### src/rtl/fpu_addsub.sv
// fpu_addsub: multi-cycle floating-point add/subtract, {sign, exponent, mantissa}
// format with implied leading one, truncation rounding, no denormals.
// Sequence IDLE -> ALIGN -> ADD -> NORM -> FIN, result registered on leaving FIN.
// Build option: define FPU_ADDSUB_SAT_EN to saturate overflow to the largest
// finite magnitude; otherwise the truncated exponent and computed mantissa are kept.
module fpu_addsub #(
  parameter int EXP_W  = 8,
  parameter int MANT_W = 7,
  parameter int BIAS   = 127
) (
  input  logic                  clk,
  input  logic                  rst_n,
  input  logic                  start,
  input  logic                  sub,
  input  logic [EXP_W+MANT_W:0] op1,
  input  logic [EXP_W+MANT_W:0] op2,
  output logic [EXP_W+MANT_W:0] result,
  output logic                  done,
  output logic                  busy,
  output logic                  ovf,
  output logic                  unf
);
  localparam int W   = 1 + EXP_W + MANT_W;
  localparam int MW  = MANT_W + 2;          // carry + hidden one + mantissa
  localparam int EW  = EXP_W + 3;           // signed working exponent
  localparam int LZW = $clog2(MW) + 1;
  localparam logic signed [EW-1:0]    BIAS_S    = EW'(BIAS);
  localparam logic signed [EW-1:0]    EMAX_S    = EW'((1 << EXP_W) - 2);
  localparam logic signed [EW-1:0]    ONE_S     = EW'(1);
  localparam logic [EXP_W-1:0]        SHIFT_LIM = EXP_W'(MANT_W + 1);

  typedef enum logic [2:0] {
    IDLE  = 3'd0,
    ALIGN = 3'd1,
    ADD   = 3'd2,
    NORM  = 3'd3,
    FIN   = 3'd4
  } state_t;

  // Leading-zero count of a normalisation candidate (hidden-one position down).
  function automatic logic [LZW-1:0] lzc(input logic [MANT_W:0] v);
    logic found;
    lzc   = '0;
    found = 1'b0;
    for (int i = MANT_W; i >= 0; i--) begin
      if (found) begin
        found = 1'b1;
      end else if (v[i]) begin
        found = 1'b1;
      end else begin
        lzc = lzc + LZW'(1);
      end
    end
  endfunction

  state_t                 state_q, state_d;
  logic [W-1:0]           a_q, a_d, b_q, b_d;
  logic                   sub_q, sub_d;
  logic                   sign_q, sign_d, eff_sub_q, eff_sub_d;
  logic                   pass_q, pass_d;
  logic [W-1:0]           pass_val_q, pass_val_d;
  logic [EXP_W-1:0]       big_exp_q, big_exp_d;
  logic [MW-1:0]          big_mag_q, big_mag_d, small_mag_q, small_mag_d;
  logic [MW-1:0]          sum_q, sum_d;
  logic                   zero_q, zero_d;
  logic signed [EW-1:0]   exp_q, exp_d;          // unbiased exponent
  logic [MANT_W-1:0]      mant_q, mant_d;
  logic [W-1:0]           result_q, result_d;
  logic                   done_q, done_d, busy_q, busy_d, ovf_q, ovf_d, unf_q, unf_d;

  // Combinational helpers for the alignment and normalisation stages.
  logic [EXP_W-1:0]       a_exp_s, b_exp_s, diff_s;
  logic                   a_zero_s, b_zero_s, b_sign_eff_s, a_ge_b_s;
  logic [MW-1:0]          small_raw_s;
  logic [LZW-1:0]         lz_s;
  logic [MANT_W-1:0]      norm_s;
  logic signed [EW-1:0]   big_unb_s, field_s;

  assign a_exp_s      = a_q[W-2:MANT_W];
  assign b_exp_s      = b_q[W-2:MANT_W];
  assign a_zero_s     = (a_exp_s == '0);
  assign b_zero_s     = (b_exp_s == '0);
  assign b_sign_eff_s = b_q[W-1] ^ sub_q;
  assign a_ge_b_s     = (a_q[W-2:0] >= b_q[W-2:0]);
  assign diff_s       = a_ge_b_s ? (a_exp_s - b_exp_s) : (b_exp_s - a_exp_s);
  assign small_raw_s  = a_ge_b_s ? {1'b0, 1'b1, b_q[MANT_W-1:0]} : {1'b0, 1'b1, a_q[MANT_W-1:0]};
  assign lz_s         = lzc(sum_q[MANT_W:0]);
  assign norm_s       = MANT_W'(sum_q[MANT_W:0] << lz_s);
  assign big_unb_s    = $signed(EW'(big_exp_q)) - BIAS_S;
  assign field_s      = exp_q + BIAS_S;

  // Next-state and datapath: each state does its own step, everything else holds.
  always_comb begin
    state_d     = state_q;
    a_d         = a_q;
    b_d         = b_q;
    sub_d       = sub_q;
    sign_d      = sign_q;
    eff_sub_d   = eff_sub_q;
    pass_d      = pass_q;
    pass_val_d  = pass_val_q;
    big_exp_d   = big_exp_q;
    big_mag_d   = big_mag_q;
    small_mag_d = small_mag_q;
    sum_d       = sum_q;
    zero_d      = zero_q;
    exp_d       = exp_q;
    mant_d      = mant_q;
    result_d    = result_q;
    ovf_d       = ovf_q;
    unf_d       = unf_q;
    done_d      = 1'b0;
    case (state_q)
      IDLE: begin
        if (start) begin
          state_d = ALIGN;
          a_d     = op1;
          b_d     = op2;
          sub_d   = sub;
        end else begin
          state_d = IDLE;
        end
      end
      ALIGN: begin
        state_d     = ADD;
        sign_d      = a_ge_b_s ? a_q[W-1] : b_sign_eff_s;
        eff_sub_d   = a_q[W-1] ^ b_sign_eff_s;
        big_exp_d   = a_ge_b_s ? a_exp_s : b_exp_s;
        big_mag_d   = a_ge_b_s ? {1'b0, 1'b1, a_q[MANT_W-1:0]} : {1'b0, 1'b1, b_q[MANT_W-1:0]};
        small_mag_d = (diff_s > SHIFT_LIM) ? '0 : (small_raw_s >> diff_s);
        // A zero operand bypasses the arithmetic entirely.
        if (a_zero_s && b_zero_s) begin
          pass_d     = 1'b1;
          pass_val_d = '0;
        end else if (a_zero_s) begin
          pass_d     = 1'b1;
          pass_val_d = {b_sign_eff_s, b_q[W-2:0]};
        end else if (b_zero_s) begin
          pass_d     = 1'b1;
          pass_val_d = a_q;
        end else begin
          pass_d     = 1'b0;
          pass_val_d = '0;
        end
      end
      ADD: begin
        state_d = NORM;
        sum_d   = eff_sub_q ? (big_mag_q - small_mag_q) : (big_mag_q + small_mag_q);
      end
      NORM: begin
        state_d = FIN;
        if (sum_q == '0) begin
          zero_d = 1'b1;
          exp_d  = big_unb_s;
          mant_d = '0;
        end else if (sum_q[MW-1]) begin
          zero_d = 1'b0;
          exp_d  = big_unb_s + ONE_S;
          mant_d = sum_q[MANT_W:1];
        end else begin
          zero_d = 1'b0;
          exp_d  = big_unb_s - $signed(EW'(lz_s));
          mant_d = norm_s;
        end
      end
      FIN: begin
        state_d = IDLE;
        done_d  = 1'b1;
        if (pass_q) begin
          result_d = pass_val_q;
          ovf_d    = 1'b0;
          unf_d    = 1'b0;
        end else if (zero_q) begin
          result_d = '0;
          ovf_d    = 1'b0;
          unf_d    = 1'b0;
        end else if (field_s < ONE_S) begin
          result_d = '0;
          ovf_d    = 1'b0;
          unf_d    = 1'b1;
        end else if (field_s > EMAX_S) begin
          ovf_d    = 1'b1;
          unf_d    = 1'b0;
`ifdef FPU_ADDSUB_SAT_EN
          result_d = {sign_q, EMAX_S[EXP_W-1:0], {MANT_W{1'b1}}};
`else
          result_d = {sign_q, field_s[EXP_W-1:0], mant_q};
`endif
        end else begin
          result_d = {sign_q, field_s[EXP_W-1:0], mant_q};
          ovf_d    = 1'b0;
          unf_d    = 1'b0;
        end
      end
      default: begin
        state_d = IDLE;
      end
    endcase
    busy_d = (state_d != IDLE);
  end

  // State and datapath registers with synchronous active-low reset.
  always_ff @(posedge clk) begin
    if (!rst_n) begin
      state_q     <= IDLE;
      a_q         <= '0;
      b_q         <= '0;
      sub_q       <= 1'b0;
      sign_q      <= 1'b0;
      eff_sub_q   <= 1'b0;
      pass_q      <= 1'b0;
      pass_val_q  <= '0;
      big_exp_q   <= '0;
      big_mag_q   <= '0;
      small_mag_q <= '0;
      sum_q       <= '0;
      zero_q      <= 1'b0;
      exp_q       <= '0;
      mant_q      <= '0;
      result_q    <= '0;
      done_q      <= 1'b0;
      busy_q      <= 1'b0;
      ovf_q       <= 1'b0;
      unf_q       <= 1'b0;
    end else begin
      state_q     <= state_d;
      a_q         <= a_d;
      b_q         <= b_d;
      sub_q       <= sub_d;
      sign_q      <= sign_d;
      eff_sub_q   <= eff_sub_d;
      pass_q      <= pass_d;
      pass_val_q  <= pass_val_d;
      big_exp_q   <= big_exp_d;
      big_mag_q   <= big_mag_d;
      small_mag_q <= small_mag_d;
      sum_q       <= sum_d;
      zero_q      <= zero_d;
      exp_q       <= exp_d;
      mant_q      <= mant_d;
      result_q    <= result_d;
      done_q      <= done_d;
      busy_q      <= busy_d;
      ovf_q       <= ovf_d;
      unf_q       <= unf_d;
    end
  end

  assign result = result_q;
  assign done   = done_q;
  assign busy   = busy_q;
  assign ovf    = ovf_q;
  assign unf    = unf_q;

endmodule

### config.mk
export PLATFORM = sky130hd
export DESIGN_NAME = fpu_addsub
export DESIGN_NICKNAME = d
export VERILOG_FILES = /design/src/rtl/fpu_addsub.sv
export SDC_FILE = /design/constraint.sdc
export NUM_CORES = 1
export LEC_CHECK = 0
export CAP_MARGIN = 40
export CORE_MARGIN = 3
export CORE_UTILIZATION = 48
export CTS_BUF_LIST = sky130_fd_sc_hd__clkbuf_2 sky130_fd_sc_hd__clkbuf_4 sky130_fd_sc_hd__clkbuf_8
export DETAILED_ROUTE_END_ITERATION = 10
export HOLD_SLACK_MARGIN = 0.05
export PLACE_DENSITY_LB_ADDON = 0.15
export SLEW_MARGIN = 40
export SYNTH_ARGS = -nofsm -noshare
export SYNTH_HDL_FRONTEND = slang
export SYNTH_SLANG_ARGS = --single-unit
export TNS_END_PERCENT = 30
### constraint.sdc
create_clock -name clk -period 7 [get_ports clk]
set_clock_uncertainty 0.05 [all_clocks]
set_input_delay 1.4 -clock clk [delete_from_list [all_inputs] [get_ports clk]]
set_output_delay 1.4 -clock clk [all_outputs]
set_load 0.01 [all_outputs]
Word level (Yosys, flattened, before mapping) --
Index checks and enable logic that the tools add are counted.
Operators by class: $add $sub $neg 15, magnitude comparators 4, eq/ne operators 4, shift operators 2, mux-type cells 59, bitwise logic cells 2, reduce and logical (&&, ||, !) cells 7
Operators by type and width (number):
- $mux W16 | 6
- $mux W5 | 14
- $add A5 B1 Y5 const B | 7
- $mux W1 | 28
- $mux W7 | 4
- $mux W11 | 2
- $mux W9 | 2
- $logic_not A8 Y1 | 2
- $mux W8 | 2
- $sub A8 B8 Y8 | 2
- $ge A15 B15 Y1 | 1
- $pmux W3 S4 | 1
- $add A11 B8 Y11 const B | 1
- $gt A11 B9 Y1 const B | 1
- $lt A11 B2 Y1 const B | 1
- $add A9 B2 Y10 const B | 1
- $sub A9 B6 Y10 | 1
- $add A9 B9 Y9 | 1
- $logic_not A9 Y1 | 1
- $shr A8 B8 Y9 | 1
- $sub A8 B7 Y9 const B | 1
- $sub A9 B9 Y9 | 1
- $gt A8 B4 Y1 const B | 1
- $shl A8 B5 Y7 | 1
- 8 further kinds | 10
Storage, ports and cells: register bits 129, input port bits 36, output and inout port bits 20

Logic depth before layout (Yosys ltp) --
Gate-level depths: netlist (run 1).
depth in word-level cells 25, depth in mapped cells 32

Worst setup path before layout (run 1) --
No wires, ideal clock.
path type reg-to-reg, from register sum_q[7], to register exp_q[9], library setup time 0.073 ns, data arrival time 5.876 ns, data required time 6.877 ns, setup slack 1.001 ns, cell stages (with the launch flop) 32, path buffers 2, period minus slack after synthesis 5.999 ns, cell sequence dfxtp_1 -> clkbuf_1 -> nor2_1 -> ha_1 -> or3_1 -> and2_1 -> ha_1 -> nand2_1 -> nand2_1 -> ha_1 -> mux2i_1 -> o21ai_0 -> ha_1 -> nor2b_1 -> xnor2_1 -> o211a_1 -> o21ai_1 -> nand2b_1 -> buf_2 -> nor2_1 -> and2_1 -> ha_1 -> nor2b_1 -> ha_1 -> nand3_1 -> o2111ai_1 -> o211ai_1 -> o21ai_0 -> nor3_1 -> o21a_1 -> or3_1 -> o211ai_2
Between the ends: cells in the longest elaborated chain, start to end 25, elaborated cells on any way between the ends 33, those cells by class 8 x add/sub; 24 x mux; 1 x reduce/logical
Ends and longest elaborated chain:
- start, declared | RTL line 64 | logic [MW-1:0] sum_q, sum_d;
- start signal, assigned | RTL line 237 | sum_q <= sum_d;
- $mux W1 | RTL line 48 | end else if (v[i]) begin
- $add A5 B1 Y5 | RTL line 51 | lzc = lzc + LZW'(1);
- $mux W5 | RTL line 48
- $mux W5 | RTL line 46 | if (found) begin
- $add A5 B1 Y5 | RTL line 51
- $mux W5 | RTL line 48
- $mux W5 | RTL line 46
- $add A5 B1 Y5 | RTL line 51
- (+9 left out)
- $mux W5 | RTL line 48
- $mux W5 | RTL line 46
- $add A5 B1 Y5 | RTL line 51
- $mux W5 | RTL line 48
- $mux W5 | RTL line 46
- $sub A9 B6 Y10 | RTL line 162 | exp_d = big_unb_s - $signed(EW'(lz_s));
- $mux W11 | RTL line 156 | end else if (sum_q[MW-1]) begin
- $mux W11 (*) | RTL line 152 | if (sum_q == '0) begin
- end signal, assigned | RTL line 239 | exp_q <= exp_d;
- end, declared | RTL line 66 | logic signed [EW-1:0] exp_q, exp_d;
Mark *: on every way between the ends. The rest lies on a longest branch, timed or not. A chain may end at the register's enable or synchronous reset.

Worst setup path after layout (run 1) --
from register sum_q[5], to register exp_q[9]
Between the ends: cells in the longest elaborated chain, start to end 20, elaborated cells on any way between the ends 27, those cells by class 6 x add/sub; 20 x mux; 1 x reduce/logical
Ends and longest elaborated chain (RTL line):
- $mux W5 | 48
- $mux W5 | 46
- $add A5 B1 Y5 | 51
- $mux W5 | 48
- $mux W5 | 46
- $add A5 B1 Y5 | 51
- $mux W5 | 48
- $mux W5 | 46
- (+4 left out)
- $mux W5 | 48
- $mux W5 | 46
- $add A5 B1 Y5 | 51
- $mux W5 | 48
- $mux W5 | 46
- $sub A9 B6 Y10 | 162
- $mux W11 | 156
- $mux W11 (*) | 152
Marked as above.

==> flow_summary.ini, run 1 <==
[setup_path]
setup.worst_path.start = sum_q[5]
timing.critical_path.slowest_cell_delay_ns = 0.51
worstPathMaxFanout = 8
cp-end-kind = flop
worst-endpoint-arrival_ns = 6.88
critPathMostFrequentCell = ha_1
rr_endpoint = exp_q[9]
worstReg2RegStart = sum_q[5]
timing.setup.critical_path_class = reg -> reg
cpMaxStageDelayCell = dfxtp_1
critPathLaunchType = flop
timing.critical_path.to = exp_q[9]
data_required_time_of_the_critical_path_ns = 7.32
reg2regPathDepth = 29
rrSetupSlack_ns = 0.44

[die]
die_w_um = 136
io_pins = 56
dieArea_um2 = 18500
floorplan.core_area_um2 = 16200
floorplan.die.height_um = 136
floorplan.initialDensity = 0.500
placementRows = 46

[place]
place_congestion = 0.932
preCtsSetupSlack_ns = 0.405
placed_cells = 1260
place_hpwl_um = 15200
dpl_cell_area_um2 = 8760
port-buffer-count = 55

[logic_synthesis]
warning_count_from_the_yosys_run = 0
netlist_area_um2 = 8120
postSynthAreaPerCell_um2 = 7.78
ys_dominant_reg_cell = dfxtp_1
syn_nets = 1133
synth_edf_count = 0
syn_inst = 1044
yosysSeqAreaShare = 0.311
asyncSetResetFlopFracSynth = 0
ys_types = 76
ffs_latches_synth = 126

[outcome]
run_status = complete, no violations

[worst_hold_path]
worst_hold_path_type = reg -> reg
min-delay-start = ovf

[timing]
unrepaired_setup_endpoints_after_global_routing = false
finalSetupViolations = 0
final_min_period_over_clock_period = 0.937
tightest_slew_ns = 0.784
number_of_max_slew_violations_in_the_final_report = 0
highest_achievable_clock_rate_mhz = 152
worst_slew_margin_rel = 0.476
hold-worst-slack_ns = 0.414
period_needed_ns = 6.56
tns_ns = 0
final-hold-violation-count = 0
worst_setup_margin_ns = 0.440

[cells_and_area]
fin_util = 0.567
layout-drive-gt1-share = 0.0753
area_growth_syn_to_fin_pct = 13.3
final_net_count = 1152
number_of_antenna_cells_inserted = 0
layoutNonFillerInstCount = 1292
layout.cell_area.non_filler_um2 = 9200
mostFrequentLayoutCells = nand2_1, dfxtp_1, nor2_1
most_frequent_standard_cell_in_the_layout_excluding_fill_and_tap_cells = nand2_1

[clock_tree]
tritoncts_sink_count = 126
post_cts_resize_count = 0
clk_latency_ns = 0.44
post-cts-setup-buffer-count = 0
num_cts_buffers = 17
htree_levels = 4
tritoncts = done
clk_pin_slew_worst_paths_ns = 0.08
cts.path.max_buffers = 2
clockRootBuffer = clkbuf_8
post_cts_hold_buffer_count = 0

[pwr]
vdd_drop_max_uv = 173
power_leakage_nw = 3.46
total_power_divided_by_cell_area_nw_per_um2 = 313
power.total_mw = 2.88

[routing]
routed_via_density = 5.90
routed-via-count = 7628
final_routed_wirelength_across_all_metal_layers_um = 21200
routed_wire_length_per_instance_um = 16.4
drc = 0
drtPass1Iterations = 5
drt_iter0_markers = 677
route.antenna.remaining_nets = 0

[grt]
grt_max_degree = 64
global_route.overflow_total = 0
grt_pass1_wl_um = 34800
first_global_vias = 6963
antenna_found_initial = 0
grtUsageTotal = 0.231

[run]
max_cap_violations = 0
## sequential cells by signal (all words and copies together) (netlist names), 3 cells and up
name,count
pass_val_q,16
big_exp_q,8
mant_q,7
sum_q,9
small_mag_q,8
b_q,16
state_q,3
result,16
exp_q,10
big_mag_q,8
a_q,16
## metal layers
metal  global-route usage  share of wire  vias up  wire [um]
met2                0.361           0.46      235       9690
met1                0.324           0.47     3584      10000
met3               0.0444          0.056       25       1190
met5                    0              0        -          0
li1                     -              -     3784          -
met4               0.0689          0.016        0        350
## logic make-up (layout without fill, tap and decap cells)
logic type	count (synthesis)	count (layout)	share of synthesized area
AOI/OAI and AO/OA	257	257	0.218
xor gates and xnor gates	38	38	0.0410
adders and majority gates	53	53	0.0854
buffers and inverters	121	153	0.0613
DFF	126	126	0.311
muxes	21	21	0.0353
and+or+nand+nor	428	428	0.248
## cells in the mapped netlist (7+ instances only)
cell type  instances  share of area
a211oi_1          13          0.012
a21o_1             7         0.0065
a21oi_1           91          0.056
a221oi_1          32          0.035
a311oi_1          17          0.018
and2_1             8         0.0062
buf_2              8         0.0049
clkbuf_1          49          0.023
dfxtp_1          126           0.31
ha_1              49          0.076
inv_1             54          0.025
mux2i_1           14          0.017
nand2_1          152          0.070
nand2b_1           7         0.0054
nand3_1           18          0.011
nand4_1           12         0.0092
nor2_1           104          0.048
nor2b_1           16          0.012
nor3_1            59          0.036
nor4_1             7         0.0054
o211ai_1           8         0.0074
o21a_1            10         0.0092
o21ai_0           23          0.014
o31ai_1           10         0.0092
or3_1              8         0.0062
xnor2_1           27          0.029
xor2_1            11          0.012
## power by group
| part | leakage (nW) | switching, mW | internal, mW |
|---|---|---|---|
| logic | 2.22 | 0.806 | 0.574 |
| registers | 1.03 | 0.0629 | 0.760 |
| clock network | 0.213 | 0.298 | 0.382 |
## critical path: cells and delay by family (launching register included)
family	cells	cell delay, ns
simple gates	12	2.13
flops	1	0.51
mux	1	0.09
xor+xnor	1	0.16
fa+ha+maj	6	1.75
compound gates	9	1.81
## how the worst min path moves through the flow
| stage | depth (start not counted) | end |
|---|---|---|
| 6_report | 2 | ovf |
| 5_1_grt | 2 | sign_q |
| 4_1_cts | 2 | ovf |
| 3_5_place_dp | 2 | ovf |
| 3_3_place_gp | 2 | sign_q |
| 2_1_floorplan | 2 | pass_val_q[7] |
## layout make-up
cell class                      count  area, um2
Timing Repair Buffer               65        626
Clock inverter                     10        138
Inverter                           56        214
Fill cell                        1595       7030
Multi-Input combinational cell    797       5140
Sequential cell                   126       2520
Tap cell                          216        270
Clock buffer                       22        284
Power figures use the tool's default switching activity.
==> run 2, diff against run 1 <==
--- a/config.mk
+++ b/config.mk
@@ -6,6 +6,7 @@
 export NUM_CORES = 1
 export LEC_CHECK = 0
 export CAP_MARGIN = 40
+export CORE_ASPECT_RATIO = 2
 export CORE_MARGIN = 3
 export CORE_UTILIZATION = 48
 export CTS_BUF_LIST = sky130_fd_sc_hd__clkbuf_2 sky130_fd_sc_hd__clkbuf_4 sky130_fd_sc_hd__clkbuf_8
==> run 2 against run 1 <==
Design area rose by 0.95%. Count of clock-buffer cells in the layout shrank 3. Fmax up 0.65%. First-iteration DRC count shrank 43%. Largest cell class unchanged. Largest power group unchanged. Highest routed layer unchanged.
==> flow_summary.ini, run 2 (synthesized netlist as in run 1, its figures left out) <==
[outcome]
run_status = complete, no violations

[clock_tree]
post-cts-setup-buffer-count = 0
tritoncts = done
tritoncts_sink_count = 126
num_cts_buffers = 17
clockRootBuffer = clkbuf_8
clk_pin_slew_worst_paths_ns = 0.08
clk_latency_ns = 0.45
htree_levels = 4
cts.path.max_buffers = 2

[die]
die_w_um = 98.0
io_pins = 56
floorplan.die.height_um = 190
floorplan.core_area_um2 = 16400
placementRows = 66
dieArea_um2 = 18600
floorplan.initialDensity = 0.494

[timing]
period_needed_ns = 6.52
final_min_period_over_clock_period = 0.931
final-hold-violation-count = 0
tns_ns = 0
number_of_max_slew_violations_in_the_final_report = 0
tightest_slew_ns = 0.860
unrepaired_setup_endpoints_after_global_routing = false
finalSetupViolations = 0
highest_achievable_clock_rate_mhz = 153
worst_slew_margin_rel = 0.426

[setup_path]
data_required_time_of_the_critical_path_ns = 7.33
cpMaxStageDelayCell = dfxtp_2
critPathLaunchType = flop
timing.critical_path.slowest_cell_delay_ns = 0.42
critPathMostFrequentCell = ha_1
reg2regPathDepth = 30
timing.setup.critical_path_class = reg -> reg
cp-end-kind = flop
rr_endpoint = exp_q[9]
rrSetupSlack_ns = 0.48
worstPathMaxFanout = 9
worstReg2RegStart = sum_q[6]
worst-endpoint-arrival_ns = 6.85

[pwr]
clkPwrFrac = 0.257
total_power_divided_by_cell_area_nw_per_um2 = 329
comb_power_share = 0.473
netSwitchingFraction = 0.400
power_leakage_nw = 3.51
int_power_mw = 1.83
vdd_drop_max_uv = 149
power.total_mw = 3.06
seq_power_share = 0.269
switching_power_mw = 1.22

[cells_and_area]
layout-drive-gt1-share = 0.0788
final_net_count = 1154
mostFrequentLayoutCells = nand2_1, dfxtp_1, nor2_1
most_frequent_standard_cell_in_the_layout_excluding_fill_and_tap_cells = nand2_1
layoutNonFillerInstCount = 1282
number_of_antenna_cells_inserted = 0
fin_util = 0.565
area_growth_syn_to_fin_pct = 14.4
num-fill-cells = 1597

[place]
placed_cells = 1250
place_hpwl_um = 17000
port-buffer-count = 55
place_congestion = 0.928

[grt]
grt_max_degree = 85
grt_pass1_wl_um = 37800
global_route.overflow_total = 0
grtUsageTotal = 0.252
first_global_vias = 7584
antenna_found_initial = 0

[worst_hold_path]
min-delay-start = sign_q
worst_hold_path_type = reg -> reg
hold_end = sign_q
worst_hold_path.num_cells = 2

[routing]
route.antenna.remaining_nets = 0
routed_via_density = 6.01
drt_iter0_markers = 385
final_routed_wirelength_across_all_metal_layers_um = 22900
routed_wire_length_per_instance_um = 17.9
routed-via-count = 7706
drtPass1Iterations = 5
drc = 0

[run]
max_cap_violations = 0
## run 2: changes by cell type in the layout (fill, tap and decap cells not counted), moves of 2 or more
cell        change
clkbuf_4        -2
bufinv_16       +3
inv_6           +2
clkinvlp_4      -2
buf_6           +2
## run 2: repair_timing
item                       CTS  global route
hold buffers                 0             0
gates resized for setup      0             7
setup endpoints to repair    0             1
## run 2: area by class of cell
cell class / count / area [um2] / area share
clock inverter: 13 / 234 / 0.0252
tap: 204 / 255 / 0.0275
clock buffer: 19 / 255 / 0.0275
multi-input combinational: 797 / 5160 / 0.555
timing repair buffer: 67 / 648 / 0.0698
sequential: 126 / 2520 / 0.272
inverter: 56 / 214 / 0.0230
## run 2: power by group through the flow
stage,logic [mW],registers (mW),clock network [mW]
after floorplan,1.12,0.807,0
after global placement,1.39,0.838,0
after detailed placement,1.40,0.839,0
after CTS,1.41,0.822,0.800
after global routing,1.62,0.830,0.828
final,1.45,0.824,0.787
## run 2: worst max-delay path: cells and delay by family (launching register included)
family / cells / cell delay, ns
AOI/OAI and AO/OA: 8 / 1.50
muxes: 1 / 0.14
xor gates and xnor gates: 1 / 0.20
buffers and inverters: 1 / 0.08
DFF: 1 / 0.42
adders and majority gates: 6 / 1.83
and+or+nand+nor: 13 / 2.21
## run 2: per-layer routing
layer  part of all wire  GRT usage  up-vias
met1               0.37      0.264     3616
met5                  0          0        -
met3              0.038     0.0334       65
met4              0.039      0.123        0
met2               0.55      0.481      232
li1                   -          -     3793
## run 2: through the flow
step / area, um2 / hold slack (ns) / setup WS [ns]
5_1_grt: 9290 / 0.442 / 0.0173
4_1_cts: 9250 / 0.409 / 0.245
2_1_floorplan: 8120 / 0.382 / 1.00
3_5_place_dp: 8760 / 0.397 / 0.240
3_3_place_gp: 8730 / 0.391 / 0.467
6_report: 9290 / 0.408 / 0.483
## run 2: worst max-delay path by stage
stage / cells after the start / from / slack [ns] / endpoint
after CTS: 30 / sum_q[6] / 0.24 / exp_q[9]
after global routing: 30 / sum_q[6] / 0.02 / exp_q[9]
after global placement: 30 / sum_q[6] / 0.47 / exp_q[9]
final: 30 / sum_q[6] / 0.48 / exp_q[9]
after floorplan: 31 / sum_q[7] / 1.00 / exp_q[9]
after detailed placement: 30 / sum_q[6] / 0.24 / exp_q[9]
